`config.mk`:
```
export PLATFORM = sky130hd
export DESIGN_NAME = seg7_scan_driver
export DESIGN_NICKNAME = d
export VERILOG_FILES = /design/src/rtl/seg7_pkg.sv /design/src/rtl/seg7_scan_timer.sv /design/src/rtl/seg7_scan_driver.sv
export SDC_FILE = /design/constraint.sdc
export NUM_CORES = 1
export LEC_CHECK = 0
export ABC_AREA = 1
export BUFFER_PORTS_ARGS = -buffer_cell sky130_fd_sc_hd__clkbuf_2
export CAP_MARGIN = 10
export CORE_AREA = 2 2 73 75
export DETAILED_ROUTE_END_ITERATION = 7
export DIE_AREA = 0 0 75 77
export PLACE_DENSITY = 0.79
export SLEW_MARGIN = 20
export SYNTH_ARGS = -nofsm -noshare
export SYNTH_HDL_FRONTEND = slang
export SYNTH_SLANG_ARGS = --single-unit
```
`constraint.sdc`:
```
create_clock -name clk -period 2.6 [get_ports clk]
set_clock_uncertainty 0.2 [all_clocks]
set_input_delay 0.52 -clock clk [delete_from_list [all_inputs] [get_ports clk]]
set_output_delay 0.52 -clock clk [all_outputs]
set_load 0.005 [all_outputs]
```
`src/rtl/seg7_pkg.sv`:
```
// Shared 7-segment constants and the digit-to-pattern encoder.
// Latency: none (constants and a pure function).
// Backpressure: not applicable.
package seg7_pkg;

  localparam logic [6:0] SEG_OFF    = 7'h7F;
  localparam logic [3:0] AN_OFF     = 4'hF;
  localparam int         NUM_DIGITS = 4;
  localparam int         IDX_W      = 2;

  // Active-low pattern, bit0 = segment a .. bit6 = segment g; non-decimal codes stay dark.
  function automatic logic [6:0] seg7_encode(input logic [3:0] value);
    logic [6:0] pat;
    pat = SEG_OFF;
    case (value)
      4'd0: pat = 7'b1000000;
      4'd1: pat = 7'b1111001;
      4'd2: pat = 7'b0100100;
      4'd3: pat = 7'b0110000;
      4'd4: pat = 7'b0011001;
      4'd5: pat = 7'b0010010;
      4'd6: pat = 7'b0000010;
      4'd7: pat = 7'b1111000;
      4'd8: pat = 7'b0000000;
      4'd9: pat = 7'b0010000;
      default: pat = SEG_OFF;
    endcase
    return pat;
  endfunction

endpackage

```
`src/rtl/seg7_scan_timer.sv`:
```
// Slot timer for the digit scan: cycle counter within a slot plus digit index.
// Latency: flags are combinational from the counter registers.
// Backpressure: none; free-running once out of reset.
module seg7_scan_timer
  import seg7_pkg::*;
#(
  parameter int REFRESH_DIV  = 50000,
  parameter int BLANK_CYCLES = 2500
) (
  input  logic             clk,
  input  logic             rst,
  output logic [IDX_W-1:0] idx,
  output logic             blank,
  output logic             slot_wrap,
  output logic             frame_wrap
);

  localparam int                CNT_W     = (REFRESH_DIV > 1) ? $clog2(REFRESH_DIV) : 1;
  localparam logic [CNT_W-1:0]  CNT_LAST  = CNT_W'(REFRESH_DIV - 1);
  localparam logic [CNT_W-1:0]  BLANK_END = CNT_W'(BLANK_CYCLES);
  localparam logic [IDX_W-1:0]  IDX_LAST  = IDX_W'(NUM_DIGITS - 1);

  logic [CNT_W-1:0] cnt;

  assign slot_wrap  = (cnt == CNT_LAST);
  assign frame_wrap = slot_wrap && (idx == IDX_LAST);
  // The first BLANK_CYCLES of every slot keep all anodes off.
  assign blank      = (cnt < BLANK_END);

  // Cycle counter within the current digit slot.
  always_ff @(posedge clk) begin
    if (rst) begin
      cnt <= '0;
    end else if (slot_wrap) begin
      cnt <= '0;
    end else begin
      cnt <= cnt + 1'b1;
    end
  end

  // Digit index advances at each slot boundary, 3 wraps back to 0.
  always_ff @(posedge clk) begin
    if (rst) begin
      idx <= '0;
    end else if (slot_wrap) begin
      idx <= (idx == IDX_LAST) ? '0 : idx + 1'b1;
    end
  end

endmodule

```
`src/rtl/seg7_scan_driver.sv`:
```
// Time-multiplexes four active-low digits plus dots onto one shared segment bus.
// Latency: outputs registered one cycle after the slot counter; inputs sampled once per frame.
// Backpressure: none; inputs are snapshotted at frame start and later changes wait for the next frame.
module seg7_scan_driver
  import seg7_pkg::*;
#(
  parameter int REFRESH_DIV  = 50000,
  parameter int BLANK_CYCLES = 2500
) (
  input  logic       clk,
  input  logic       rst,
  input  logic [6:0] d3,
  input  logic [6:0] d2,
  input  logic [6:0] d1,
  input  logic [6:0] d0,
  input  logic [3:0] dots_in,
  output logic [6:0] seg_out,
  output logic       dp_out,
  output logic [3:0] an,
  output logic       frame_start
);

  logic [IDX_W-1:0]      idx;
  logic                  blank;
  logic                  slot_wrap;
  logic                  frame_wrap;
  logic                  snap_arm;
  logic [6:0]            snap_d [NUM_DIGITS];
  logic [NUM_DIGITS-1:0] snap_dots;

  seg7_scan_timer #(
    .REFRESH_DIV (REFRESH_DIV),
    .BLANK_CYCLES(BLANK_CYCLES)
  ) u_timer (
    .clk       (clk),
    .rst       (rst),
    .idx       (idx),
    .blank     (blank),
    .slot_wrap (slot_wrap),
    .frame_wrap(frame_wrap)
  );

  // snap_arm is high exactly while cnt==0 and idx==0: set by reset, then re-armed at each frame wrap.
  always_ff @(posedge clk) begin
    if (rst) begin
      snap_arm <= 1'b1;
    end else begin
      snap_arm <= slot_wrap && frame_wrap;
    end
  end

  // Capture all digits and dots together at the head of each frame so no digit tears.
  always_ff @(posedge clk) begin
    if (rst) begin
      for (int k = 0; k < NUM_DIGITS; k++) begin
        snap_d[k] <= SEG_OFF;
      end
      snap_dots <= '1;
    end else if (snap_arm) begin
      snap_d[0] <= d0;
      snap_d[1] <= d1;
      snap_d[2] <= d2;
      snap_d[3] <= d3;
      snap_dots <= dots_in;
    end
  end

  // Announce the snapshot for the cycle that follows it.
  always_ff @(posedge clk) begin
    if (rst) begin
      frame_start <= 1'b0;
    end else begin
      frame_start <= snap_arm;
    end
  end

  // Drive the selected digit, or all-off during the blanking gap at the start of each slot.
  always_ff @(posedge clk) begin
    if (rst || blank) begin
      an      <= AN_OFF;
      seg_out <= SEG_OFF;
      dp_out  <= 1'b1;
    end else begin
      an      <= ~(4'b0001 << idx);
      seg_out <= snap_d[idx];
      dp_out  <= snap_dots[idx];
    end
  end

endmodule

```
== Word level (Yosys, flattened, before mapping) ==
Memories as Yosys holds them, arrays and structs flattened. A register that Yosys moved wholly into a read port is not among the register bits.
Index checks and enable logic that the tools add are counted.

* Register bits: 29
* Bits in latches: 0
* Bits in writable memories: 28
* ROM bits: 0
* Input port bits: 34
* Output and inout bits: 13
* Logic and storage cells: 36
* Memories kept: 1

{| class="wikitable"
|+ Memory list
! name !! words !! bits a word !! rd ports !! clocked after Yosys merged registers in !! write ports !! RTL line !! source
|-
| snap_d || 4 || 7 || 1 || 1 || 4 || seg7_scan_driver.sv:28 || <nowiki>logic [6:0] snap_d [NUM_DIGITS];</nowiki>
|}

* Add/sub/neg operators: 2
* $mul: 0
* Divide/modulo/power cells: 0
* Magnitude comparators: 2
* Eq/ne operators: 2
* Shifts and indexed selects: 1
* Muxes and demuxes: 12
* Bitwise gates (word level): 5
* Reductions and logical operators: 4

{| class="wikitable"
|+ Operators with widths
! kind !! number
|-
| 7-bit 2-to-1 mux || 4
|-
| 16-bit by 1-bit adder with 16-bit output (second input constant) || 1
|-
| 16-bit == test (second input constant) || 1
|-
| 16-bit by 12-bit < comparator with 1-bit output (second input constant) || 1
|-
| 1-bit 2-to-1 mux || 6
|-
| 4-bit NOT || 1
|-
| 1-bit OR || 4
|-
| 1-bit by 2-bit << shifter with 4-bit output (first input constant) || 1
|-
| 2-bit by 3-bit < comparator with 1-bit output (second input constant) || 1
|-
| 2-bit by 1-bit adder with 2-bit output (second input constant) || 1
|-
| 1-bit binary-select mux with 2-bit select || 1
|-
| 2-bit == test (second input constant) || 1
|-
| 1-bit logical AND || 2
|-
| 2-bit 2-to-1 mux || 1
|-
| 2-bit OR reduction || 1
|-
| 1-bit logical OR || 1
|}

== Longest topological paths before layout ==
Gate-level depths: netlist (run 1).

* Word-level depth: 4
* Depth in mapped cells: 8

== Hierarchy ==
A second synthesis (run 1) with hierarchy kept.

* Cells, all modules: 356
* Area, all modules: 2,921.6 um2

{| class="wikitable"
|+ Modules (own cells, without submodules)
! module !! instances !! cells each !! area an instance (um2) !! seq. area each (um2)
|-
| seg7_scan_driver || 1 || 207 || 1,915.6 || 1,201.2
|-
| seg7_scan_timer || 1 || 149 || 1,006.0 || 360.3
|}

== Worst setup path before layout (run 1) ==
OpenSTA, ideal clock, no wires.

* Path kind: input to register
* Start point: input rst
* End point: memory snap_d[0][0], enable pin
* Setup time: 0.383 ns
* Data arrival time: 1.118 ns
* Data required time: 2.017 ns
* Path slack: 0.900 ns
* Stages: 2
* Buffers on the path: 0
* Path through: nor2_1 > inv_1

{| class="wikitable"
|+ RTL lines
! item !! RTL line !! source
|-
| start, declared || seg7_scan_driver.sv:11 || <nowiki>input logic rst,</nowiki>
|-
| end, declared || seg7_scan_driver.sv:28 ||
|}

== Worst setup path after layout (run 1) ==
* Start point: register u_timer.idx[1]
* End point: register u_timer.idx[1]

* Longest elaborated chain between the ends: 2

{| class="wikitable"
|+ Ends and longest elaborated chain
! item !! RTL line !! source
|-
| start, declared || seg7_scan_timer.sv:12 || <nowiki>output logic [IDX_W-1:0] idx,</nowiki>
|-
| start signal, assigned || seg7_scan_timer.sv:46 || <nowiki>idx <= (idx == IDX_LAST) ? '0 : idx + 1'b1;</nowiki>
|-
| 2-bit by 1-bit adder with 2-bit output / 2-bit == test (equally long branches) || seg7_scan_timer.sv:46 ||
|-
| 2-bit 2-to-1 mux * || seg7_scan_timer.sv:46 ||
|}

Every way passes the cells marked *; elsewhere a longest branch is shown, timed or not.
A chain may end at the register's enable or synchronous reset.

==> results of run 1 <==
==> report_power, final <==
group / leakage (nW) / internal (mW) / switching (mW)
Combinational: 0.895 / 0.0398 / 0.0552
Clock: 0.0830 / 0.368 / 0.372
Sequential: 0.530 / 1.08 / 0.0126
Total: 1.51 / 1.49 / 0.440
==> cells by family after synthesis <==
| logic type | after synthesis |
|---|---|
| adder cells (fa/ha/maj) | 5 |
| XOR/XNOR | 2 |
| AND/OR/NAND/NOR | 199 |
| buffers and inverters | 66 |
| flip-flops | 64 |
| AO/OA/AOI/OAI | 16 |
==> layout make-up <==
type,count,area (sq um)
clock inverter,5,32.53
tap,70,87.58
timing repair buffer,50,260.3
sequential,64,1562
fill,409,1624
inverter,56,211.5
clock buffer,11,141.4
multi-input combinational,222,1059
==> cell usage after synthesis <==
| master | count | area, sq um |
|---|---|---|
| a21oi_1 | 7 | 35.03 |
| or2_2 | 1 | 6.260 |
| nor3_1 | 5 | 25.02 |
| buf_12 | 1 | 20.02 |
| nand3_2 | 1 | 10.01 |
| o21ai_0 | 3 | 15.01 |
| nor2_1 | 24 | 90.09 |
| clkbuf_1 | 1 | 3.750 |
| clkinv_1 | 2 | 7.510 |
| nor2_2 | 6 | 37.54 |
| nand2_4 | 2 | 22.52 |
| edfxtp_1 | 28 | 840.8 |
| dfxtp_1 | 36 | 720.7 |
| inv_1 | 52 | 195.2 |
| a21oi_2 | 6 | 52.55 |
| xnor2_1 | 1 | 8.760 |
| nand3_1 | 43 | 215.2 |
| nor2_4 | 2 | 22.52 |
| ha_1 | 5 | 62.56 |
| xor2_1 | 1 | 8.760 |
| nand4_1 | 4 | 25.02 |
| buf_2 | 6 | 30.03 |
| clkinv_2 | 1 | 5.000 |
| nand2_2 | 2 | 12.51 |
| inv_2 | 1 | 3.750 |
| buf_4 | 2 | 15.01 |
| nand2_1 | 109 | 409.1 |
==> critical path: stages (launching register included) <==
cell and delay [ns]:
dfxtp_1 0.60, clkinv_1 0.37, ha_1 0.37, nor2_1 0.10, nor2_1 0.05
==> flip-flops by register name (all words and copies together), names as in the netlist <==
name	flops
u_timer.cnt	16
frame_start	1
seg_out	7
snap_dots	4
dp_out	1
snap_d	28
u_timer.idx	2
snap_arm	1
an	4
==> cells in the final DEF, fill, tap and decap left out, types with 3 or more instances in the layout <==
cell and n:
clkinv_1 3, ha_1 5, nor3_1 5, buf_4 4, nor2_1 24, nand3_1 43, nand4_1 4, dfxtp_1 36
nor2_2 6, clkbuf_8 10, edfxtp_1 28, o21ai_0 3, clkbuf_2 46, a21oi_1 7, nand2_1 109, a21oi_2 6
inv_1 52
==> final timing paths <==
check / from / endpoint / slack (ns)
setup / recovery: u_timer.idx[1]$_SDFFE_PP0P_ / u_timer.idx[1]$_SDFFE_PP0P_ / 0.81
hold reg to reg: snap_dots[0]$_SDFFE_PP1P_ / snap_dots[0]$_SDFFE_PP1P_ / 0.26
hold / removal: dots_in[1] / snap_dots[1]$_SDFFE_PP1P_ / 0.19
setup reg to reg: u_timer.idx[1]$_SDFFE_PP0P_ / u_timer.idx[1]$_SDFFE_PP0P_ / 0.81
==> per-layer routing <==
metal | part of all wire [%] | wire (microns) | vias up | GRT usage (%)
met1 | 42 | 2238 | 1000 | 24.23
met5 | 0 | 0 | - | 0
met2 | 50 | 2657 | 57 | 35.61
li1 | - | - | 1204 | -
met3 | 5.0 | 265 | 14 | 8.279
met4 | 2.1 | 112 | 0 | 8.036
==> run metrics, run 1 <==
Post-Route Utilization 67.37%; P_leak 1.508 nW; # setup viols final 0; non-filler cells, final 478; CTS Hold Buffers Added 0; Root Driver clkbuf_8; Post-DP HPWL 3809 microns; remaining antenna violation count 0; Required @ worst endpoint 2.63 ns; area of the mapped netlist 2900 sq um; dpl cells 462; status finished clean; H-tree Lvls 3; #FFs+latches synth 64; peak supply drop 622.8 uV; R2R cell count 4; Die Ht 77 microns; first-pass GRT wire length 9342 microns; period utilization 68.85%; Rel. slew slack 70.17%; min-delay worst type in2reg; multiplexer area fraction after synthesis 0%; worst-path fanout max 12; Clk Latency, worst-skew pair 0.33 ns; Post-Synth XOR/XNOR Area 0.6040%; minimum clock period 1.790 ns; Seq/Total Area, Yosys 53.84%; cell row count 26; Synth Area in Adders 2.157%; CP Launch Type flop; layout cell share with drive strength beyond 1 21.08%; Max Root-Sink Buffers 2; synth unique cells 27; RSZ-0062 raised after global routing false; routed vias/inst 4.759; upper clock frequency limit 558.7 MHz; Area after DPL 3179 sq um; drt drc 0; CTS tree done; hold path depth 3; I/O pin count 47; cell area after layout 3353 sq um; Antenna Cells 0; max-cap viol count 0; Total Die Area 5775 sq um; Final Hold Vio Count 0; initial antenna violation count 0; Synth Area in Simple Gates 30.20%; Synth Area in Compound Gates 3.538%; port buffer count 46; P&R area growth vs syn 15.62%; Crit path arrival time 1.82 ns; final wirelength 5273 microns; Num CTS Buffers 9; syn nets 391; clk sink count 64; Worst Setup Path Type reg2reg; Synth Area per Inst 8.239 sq um; DR WL/cell 11.03 microns; CP Capture Type flop; First-pass DRT Iterations 4; total grt overflow 0; Final Net Count 442; Final Wtd Congestion 0.8320; Post-CTS Resized 0; Final Total Pwr 1.927 mW; Core Footprint 4977 sq um; via count 2275; post-synthesis cell count 352; Die Span X 75 microns; hold slack 0.1907 ns; pre-CTS setup slack 0.8401 ns; Starting Density 58.27%; Clock transition at path regs 0.07 ns; max-slew violations 0; power density cells 574.8 nW/um^2; largest net degree at the start of global routing 30; Post-CTS Setup Bufs 0; largest family of logic cells by synthesized area simple AND/OR/NAND/NOR gates; Detailed Route Iter0 Violations 134; vias in the first global route 2228; TNS Setup 0 ns; warnings from Yosys 0; Tightest Pin Transition 0.4468 ns; gr usage total 21.38%; setup ws final 0.8100 ns
Note: power is estimated with default switching activity, not from simulation.
==> inputs of run 2 (changes only) <==
--- a/config.mk
+++ b/config.mk
@@ -8,10 +8,10 @@
 export ABC_AREA = 1
 export BUFFER_PORTS_ARGS = -buffer_cell sky130_fd_sc_hd__clkbuf_2
 export CAP_MARGIN = 10
-export CORE_AREA = 2 2 73 75
+export CORE_AREA = 2 2 75 77
 export DETAILED_ROUTE_END_ITERATION = 7
-export DIE_AREA = 0 0 75 77
-export PLACE_DENSITY = 0.79
+export DIE_AREA = 0 0 77 79
+export PLACE_DENSITY = 0.75
 export SLEW_MARGIN = 20
 export SYNTH_ARGS = -nofsm -noshare
 export SYNTH_HDL_FRONTEND = slang
==> constraint.sdc (replaced) <==
create_clock -name clk -period 1.8 [get_ports clk]
set_clock_uncertainty 0.2 [all_clocks]
set_input_delay 0.36 -clock clk [delete_from_list [all_inputs] [get_ports clk]]
set_output_delay 0.36 -clock clk [all_outputs]
set_load 0.005 [all_outputs]
==> run metrics, run 2 (synthesis gave the netlist of run 1 again) <==
status finished clean (unchanged); # setup viols final 0 (unchanged); Starting Density 54.34% (was 58.27%); layout cell share with drive strength beyond 1 20.98% (was 21.08%); first-pass GRT wire length 9287 microns (was 9342 microns); Clock transition at path regs 0.06 ns (was 0.07 ns); period utilization 89.44% (was 68.85%); Root Driver clkbuf_8 (unchanged); Post-CTS Resized 0 (unchanged); Antenna Cells 0 (unchanged); commonest non-fill, non-tap cell in the layout nand2_1 (unchanged); P_leak 1.526 nW (was 1.508 nW); remaining antenna violation count 0 (unchanged); CTS Hold Buffers Added 0 (unchanged); Post-CTS Setup Bufs 0 (unchanged); Most flops, register snap_d (unchanged); Required @ worst endpoint 1.82 ns (was 2.63 ns); min-delay worst type in2reg (unchanged); most frequent cells in the layout nand2_1 (109), inv_1 (52), clkbuf_2 (46), nand3_1 (43), dfxtp_1 (36) (unchanged); peak supply drop 531.0 uV (was 622.8 uV); slowest CP cell dfxtp_1 (unchanged); Final Hold Vio Count 0 (unchanged); drt drc 0 (unchanged); Final Net Count 444 (was 442); total of fill cells in the finished design 509 (was 409); total grt overflow 0 (unchanged); largest net degree at the start of global routing 30 (unchanged); initial antenna violation count 0 (unchanged); Detailed Route Iter0 Violations 219 (was 134); P&R area growth vs syn 16.39% (was 15.62%); Core Footprint 5338 sq um (was 4977 sq um); Post-DP HPWL 3944 microns (was 3809 microns); hold slack 0.02306 ns (was 0.1907 ns); Num CTS Buffers 9 (unchanged); I/O pin count 47 (unchanged); max reg flops 28 (unchanged); Crit path arrival time 1.63 ns (was 1.82 ns); via count 2332 (was 2275); Worst path max stage delay 0.37 ns (was 0.60 ns); CP Capture Type flop (unchanged); power density cells 806.3 nW/um^2 (was 574.8 nW/um^2); CTS tree done (unchanged); worst path cell trace ha_1 > nand3_2 > nor2_2 > nand2_4 > nand2_4 > nor3_1 (was clkinv_1 > ha_1 > nor2_1 > nor2_1); H-tree Lvls 3 (unchanged); gr usage total 20.09% (was 21.38%); Area after DPL 3222 sq um (was 3179 sq um); top flop regs snap_d: 28 flops, u_timer.cnt: 16 flops, seg_out: 7 flops (unchanged); upper clock frequency limit 621.1 MHz (was 558.7 MHz); max-cap viol count 0 (unchanged); Die Span X 77 microns (was 75 microns); cell area after layout 3376 sq um (was 3353 sq um); Worst Setup Path Type reg2reg (unchanged); routed vias/inst 4.838 (was 4.759); vias in the first global route 2191 (was 2228); CP dominant cell by count nand2_4 (was nor2_1); max-slew violations 0 (unchanged); Clk Latency, worst-skew pair 0.34 ns (was 0.33 ns); worst-path fanout max 16 (was 12); RSZ-0062 raised after global routing false (unchanged); TNS Setup 0 ns (unchanged); cell row count 27 (was 26); Rel. slew slack 71.94% (was 70.17%); Total Die Area 6083 sq um (was 5775 sq um); Die Ht 79 microns (was 77 microns); Final Wtd Congestion 0.8441 (was 0.8320); port buffer count 46 (unchanged); minimum clock period 1.610 ns (was 1.790 ns); DR WL/cell 11.38 microns (was 11.03 microns); clk sink count 64 (unchanged); Tightest Pin Transition 0.4198 ns (was 0.4468 ns); CP Launch Type flop (unchanged); final wirelength 5483 microns (was 5273 microns); Max Root-Sink Buffers 2 (unchanged); First-pass DRT Iterations 4 (unchanged)
[run 2: cell types whose count changed in the layout (fill, tap and decap cells not counted)]
| cell | before | now |
|---|---|---|
| clkbuf_8 | 10 | 9 |
| clkinv_4 | 1 | 0 |
| clkinv_2 | 2 | 4 |
| buf_12 | 0 | 2 |
| clkinvlp_4 | 2 | 0 |
| clkinv_1 | 3 | 5 |
[run 2: path summary, 6_finish.rpt]
path	from	to	slack, ns	depth (start not counted)
max	u_timer.cnt[0]$_SDFF_PP0_	u_timer.cnt[8]$_SDFF_PP0_	0.19	6
min	dots_in[2]	snap_dots[2]$_SDFFE_PP1P_	0.02	3
max reg2reg	u_timer.cnt[0]$_SDFF_PP0_	u_timer.cnt[8]$_SDFF_PP0_	0.19	6
min reg2reg	u_timer.cnt[0]$_SDFF_PP0_	u_timer.cnt[0]$_SDFF_PP0_	0.26	1
[run 2: routing by layer]
layer  routed length, microns  part of all wire [%]  GRT usage, %  vias up
li1                         -                     -             -     1210
met1                     2412                    44         22.50     1048
met2                     2687                    49         34.82       60
met3                      237                   4.3         4.773       14
met4                      145                   2.6         12.32        0
met5                        0                     0             0        -
[run 2: critical path: cells and delay by family (launching register included)]
kind	cells	cell delay [ns]
fa+ha+maj	1	0.22
simple gates	5	0.71
flops	1	0.37
[run 2: stage by stage]
stage          setup slack [ns]  total power [mW]  instances  util [%]
2_1_floorplan            0.2309             1.692        352         -
3_3_place_gp             0.2776             1.750        466     60.36
3_5_place_dp             0.2072             1.757        466     60.36
4_1_cts                  0.1914             2.743        482     63.24
5_1_grt                 0.07028             2.829        482     63.24
6_report                 0.1900             2.722        482     63.24
[run 2: report_power, final]
part | leakage [nW] | internal, mW | switching, mW
combinational | 0.914 | 0.0635 | 0.0826
clock | 0.0823 | 0.477 | 0.522
sequential | 0.530 | 1.56 | 0.0163
total | 1.53 | 2.10 | 0.621
[run 2: area by class of cell]
| type | count | area, sq um | share of cell area (%) |
|---|---|---|---|
| timing repair buffer | 52 | 300.3 | 8.895 |
| multi-input combinational | 222 | 1059 | 31.36 |
| sequential | 64 | 1562 | 46.26 |
| inverter | 56 | 211.5 | 6.264 |
| clock inverter | 6 | 26.28 | 0.7784 |
| clock buffer | 10 | 127.6 | 3.781 |
| tap | 72 | 90.09 | 2.669 |
==> inputs of run 3 (changes only) <==
--- a/config.mk
+++ b/config.mk
@@ -5,13 +5,12 @@
 export SDC_FILE = /design/constraint.sdc
 export NUM_CORES = 1
 export LEC_CHECK = 0
-export ABC_AREA = 1
 export BUFFER_PORTS_ARGS = -buffer_cell sky130_fd_sc_hd__clkbuf_2
 export CAP_MARGIN = 10
-export CORE_AREA = 2 2 75 77
+export CORE_AREA = 2 2 66 83
 export DETAILED_ROUTE_END_ITERATION = 7
-export DIE_AREA = 0 0 77 79
-export PLACE_DENSITY = 0.75
+export DIE_AREA = 0 0 68 85
+export PLACE_DENSITY = 0.73
 export SLEW_MARGIN = 20
 export SYNTH_ARGS = -nofsm -noshare
 export SYNTH_HDL_FRONTEND = slang
==> run metrics, run 3 <==
Int Pwr 2.312 mW (was 2.101 mW); Worst Setup Path Type reg2reg (unchanged); met1 usage 19.48% (was 22.50%); Crit path arrival time 1.80 ns (was 1.63 ns); max-cap viol count 0 (unchanged); Flop pwr share 54.8% (was 57.9%); Total Die Area 5780 sq um (was 6083 sq um); Antenna Cells 0 (unchanged); CP Capture Type flop (unchanged); Max Root-Sink Buffers 2 (unchanged); Root Driver clkbuf_8 (unchanged); pre-CTS setup slack 0.04236 ns (was 0.2072 ns); Core Footprint 5007 sq um (was 5338 sq um); P_sw 0.5819 mW (was 0.6212 mW); largest net degree at the start of global routing 30 (unchanged); clk sink count 64 (unchanged); largest cells by area after synthesis edfxtp_1 (32%), dfxtp_1 (27%), nand2b_1 (8.5%) (was edfxtp_1 (29%), dfxtp_1 (25%), nand2_1 (14%)); #FFs+latches synth 64 (unchanged); global routing usage on met3 4.907% (was 4.773%); Detailed Route Iter0 Violations 70 (was 219); commonest non-fill, non-tap cell in the layout clkbuf_2 (was nand2_1); syn nets 257 (was 391); via count 1764 (was 2332); CP Launch Type flop (unchanged); Clk Latency, worst-skew pair 0.34 ns (about the same); asr flop ratio synth 0% (unchanged); port buffer count 46 (unchanged); # setup viols final 0 (unchanged); Post-DP HPWL 3255 microns (was 3944 microns); Required @ worst endpoint 1.83 ns (was 1.82 ns); H-tree Lvls 3 (unchanged); peak supply drop 678.4 uV (was 531.0 uV); Starting Density 52.87% (was 54.34%); upper clock frequency limit 565.8 MHz (was 621.1 MHz); first-pass GRT wire length 7562 microns (was 9287 microns); area of the mapped netlist 2648 sq um (was 2900 sq um); initial antenna violation count 0 (unchanged); RSZ-0062 raised after global routing true (was false); max reg flops 28 (unchanged); GRT busiest layer met2 (unchanged); final wirelength 4478 microns (was 5483 microns); Top FF cell, synth dfxtp_1 (unchanged); routed vias/inst 5.026 (was 4.838); First-pass DRT Iterations 4 (unchanged); minimum clock period 1.767 ns (was 1.610 ns); combinational share of power 4.8% (was 5.4%); synth unique cells 37 (was 27); Final Total Pwr 2.894 mW (was 2.722 mW); I/O pin count 47 (unchanged); sw frac 20.11% (was 22.82%); status finished clean (unchanged); drt drc 0 (unchanged); Final Hold Vio Count 0 (unchanged); EDFF count, synth 28 (unchanged); Synth Area per Inst 12.14 sq um (was 8.239 sq um); Num CTS Buffers 9 (unchanged); cell row count 29 (was 27); max-slew violations 0 (unchanged); Seq/Total Area, Yosys 58.98% (was 53.84%); power density cells 885.4 nW/um^2 (was 806.3 nW/um^2); CTS Hold Buffers Added 0 (unchanged); Most flops, register snap_d (unchanged); layout cell share with drive strength beyond 1 32.53% (was 20.98%); post-synth top area share 31.76% (was 28.99%); Rel. slew slack 57.92% (was 71.94%); P_leak 1.179 nW (was 1.526 nW); remaining antenna violation count 0 (unchanged); period utilization 98.19% (was 89.44%); Synth top cells by count dfxtp_1 (36), nand2b_1 (36), edfxtp_1 (28) (was nand2_1 (109), inv_1 (52), nand3_1 (43)); min-delay worst type in2reg (unchanged); worst-path fanout max 3 (was 16); Post-CTS Resized 0 (unchanged); Clock Power Share 40.4% (was 36.7%); setup ws final 0.03254 ns (was 0.1900 ns); Final Wtd Congestion 0.8032 (was 0.8441); total grt overflow 0 (unchanged); grt met2 use 30.10% (was 34.82%); hold slack 0.02373 ns (was 0.02306 ns); top flop regs snap_d: 28 flops, u_timer.cnt: 16 flops, seg_out: 7 flops (unchanged); Die Ht 85 microns (was 79 microns); vias in the first global route 1790 (was 2191); gr usage total 18.06% (was 20.09%); post-synthesis cell count 218 (was 352); cell accounting for the most synthesized area edfxtp_1 (unchanged); Final Net Count 323 (was 444); Post-CTS Setup Bufs 0 (unchanged); warnings from Yosys 0 (unchanged); Die Span X 68 microns (was 77 microns); Tightest Pin Transition 0.6313 ns (was 0.4198 ns); CTS tree done (unchanged); DR WL/cell 12.76 microns (was 11.38 microns); P&R area growth vs syn 23.44% (was 16.39%); most frequent cells in the layout clkbuf_2 (46), nand2b_1 (36), dfxtp_1 (34), edfxtp_1 (28), nor2_1 (20) (was nand2_1 (109), inv_1 (52), clkbuf_2 (46), nand3_1 (43), dfxtp_1 (36)); Clock transition at path regs 0.07 ns (was 0.06 ns)
## run 3: layout make-up
class / count / area (sq um)
clock buffers: 11 / 141.4
clock inverters: 5 / 46.29
fillers: 398 / 1739
inverters: 6 / 22.52
multi-input cells: 137 / 1011
flip-flops and latches: 64 / 1564
well taps: 62 / 77.57
repair buffers: 66 / 405.4
## run 3: power by group through the flow
stage	Sequential (mW)	Clock, mW	Combinational [mW]
floorplan	1.61	0	0.0871
global placement	1.62	0	0.138
detailed placement	1.62	0	0.142
CTS	1.59	1.20	0.142
global route	1.59	1.25	0.158
finish	1.59	1.17	0.139
## run 3: cells by family after synthesis
group,count (synthesis),synth area share (%)
XOR/XNOR,12,3.970
buffers and inverters,17,2.930
AND/OR/NAND/NOR,99,21.27
flip-flops,64,58.98
multiplexers,10,7.561
AO/OA/AOI/OAI,11,2.930
adder cells (fa/ha/maj),5,2.363
## run 3: final timing paths
check             cells past startpoint                          end                        from  slack (ns)
setup / recovery                      5  u_timer.idx[1]$_SDFFE_PP0P_  u_timer.cnt[13]$_SDFF_PP0_        0.03
hold / removal                        2    snap_dots[1]$_SDFFE_PP1P_                  dots_in[1]        0.02
setup reg to reg                      5  u_timer.idx[1]$_SDFFE_PP0P_  u_timer.cnt[13]$_SDFF_PP0_        0.03
hold reg to reg                       1    u_timer.cnt[0]$_SDFF_PP0_   u_timer.cnt[0]$_SDFF_PP0_        0.23
## run 3: critical path, cell delays in order (launching register included)
cell and delay (ns):
dfxtp_2 0.32, or4_4 0.54, nor4_4 0.21, buf_4 0.17
mux2i_1 0.17, nor2_1 0.05
## run 3: metal layers
metal  vias up  wire length (microns)
met5         -                      0
met4         0                    150
met3        13                    232
met2        47                   2284
met1       817                   1811
li1        887                      -
## run 3: metrics by stage
step / utilization [%] / TNS [ns] / std cells / instance area (sq um)
finish: 65.27 / 0 / 351 / 3268
global route: 65.27 / -0.5605 / 351 / 3268
CTS: 65.27 / 0 / 351 / 3268
detailed placement: 61.52 / 0 / 335 / 3080
global placement: 61.52 / 0 / 335 / 3080
floorplan: - / -0.08817 / 218 / 2655
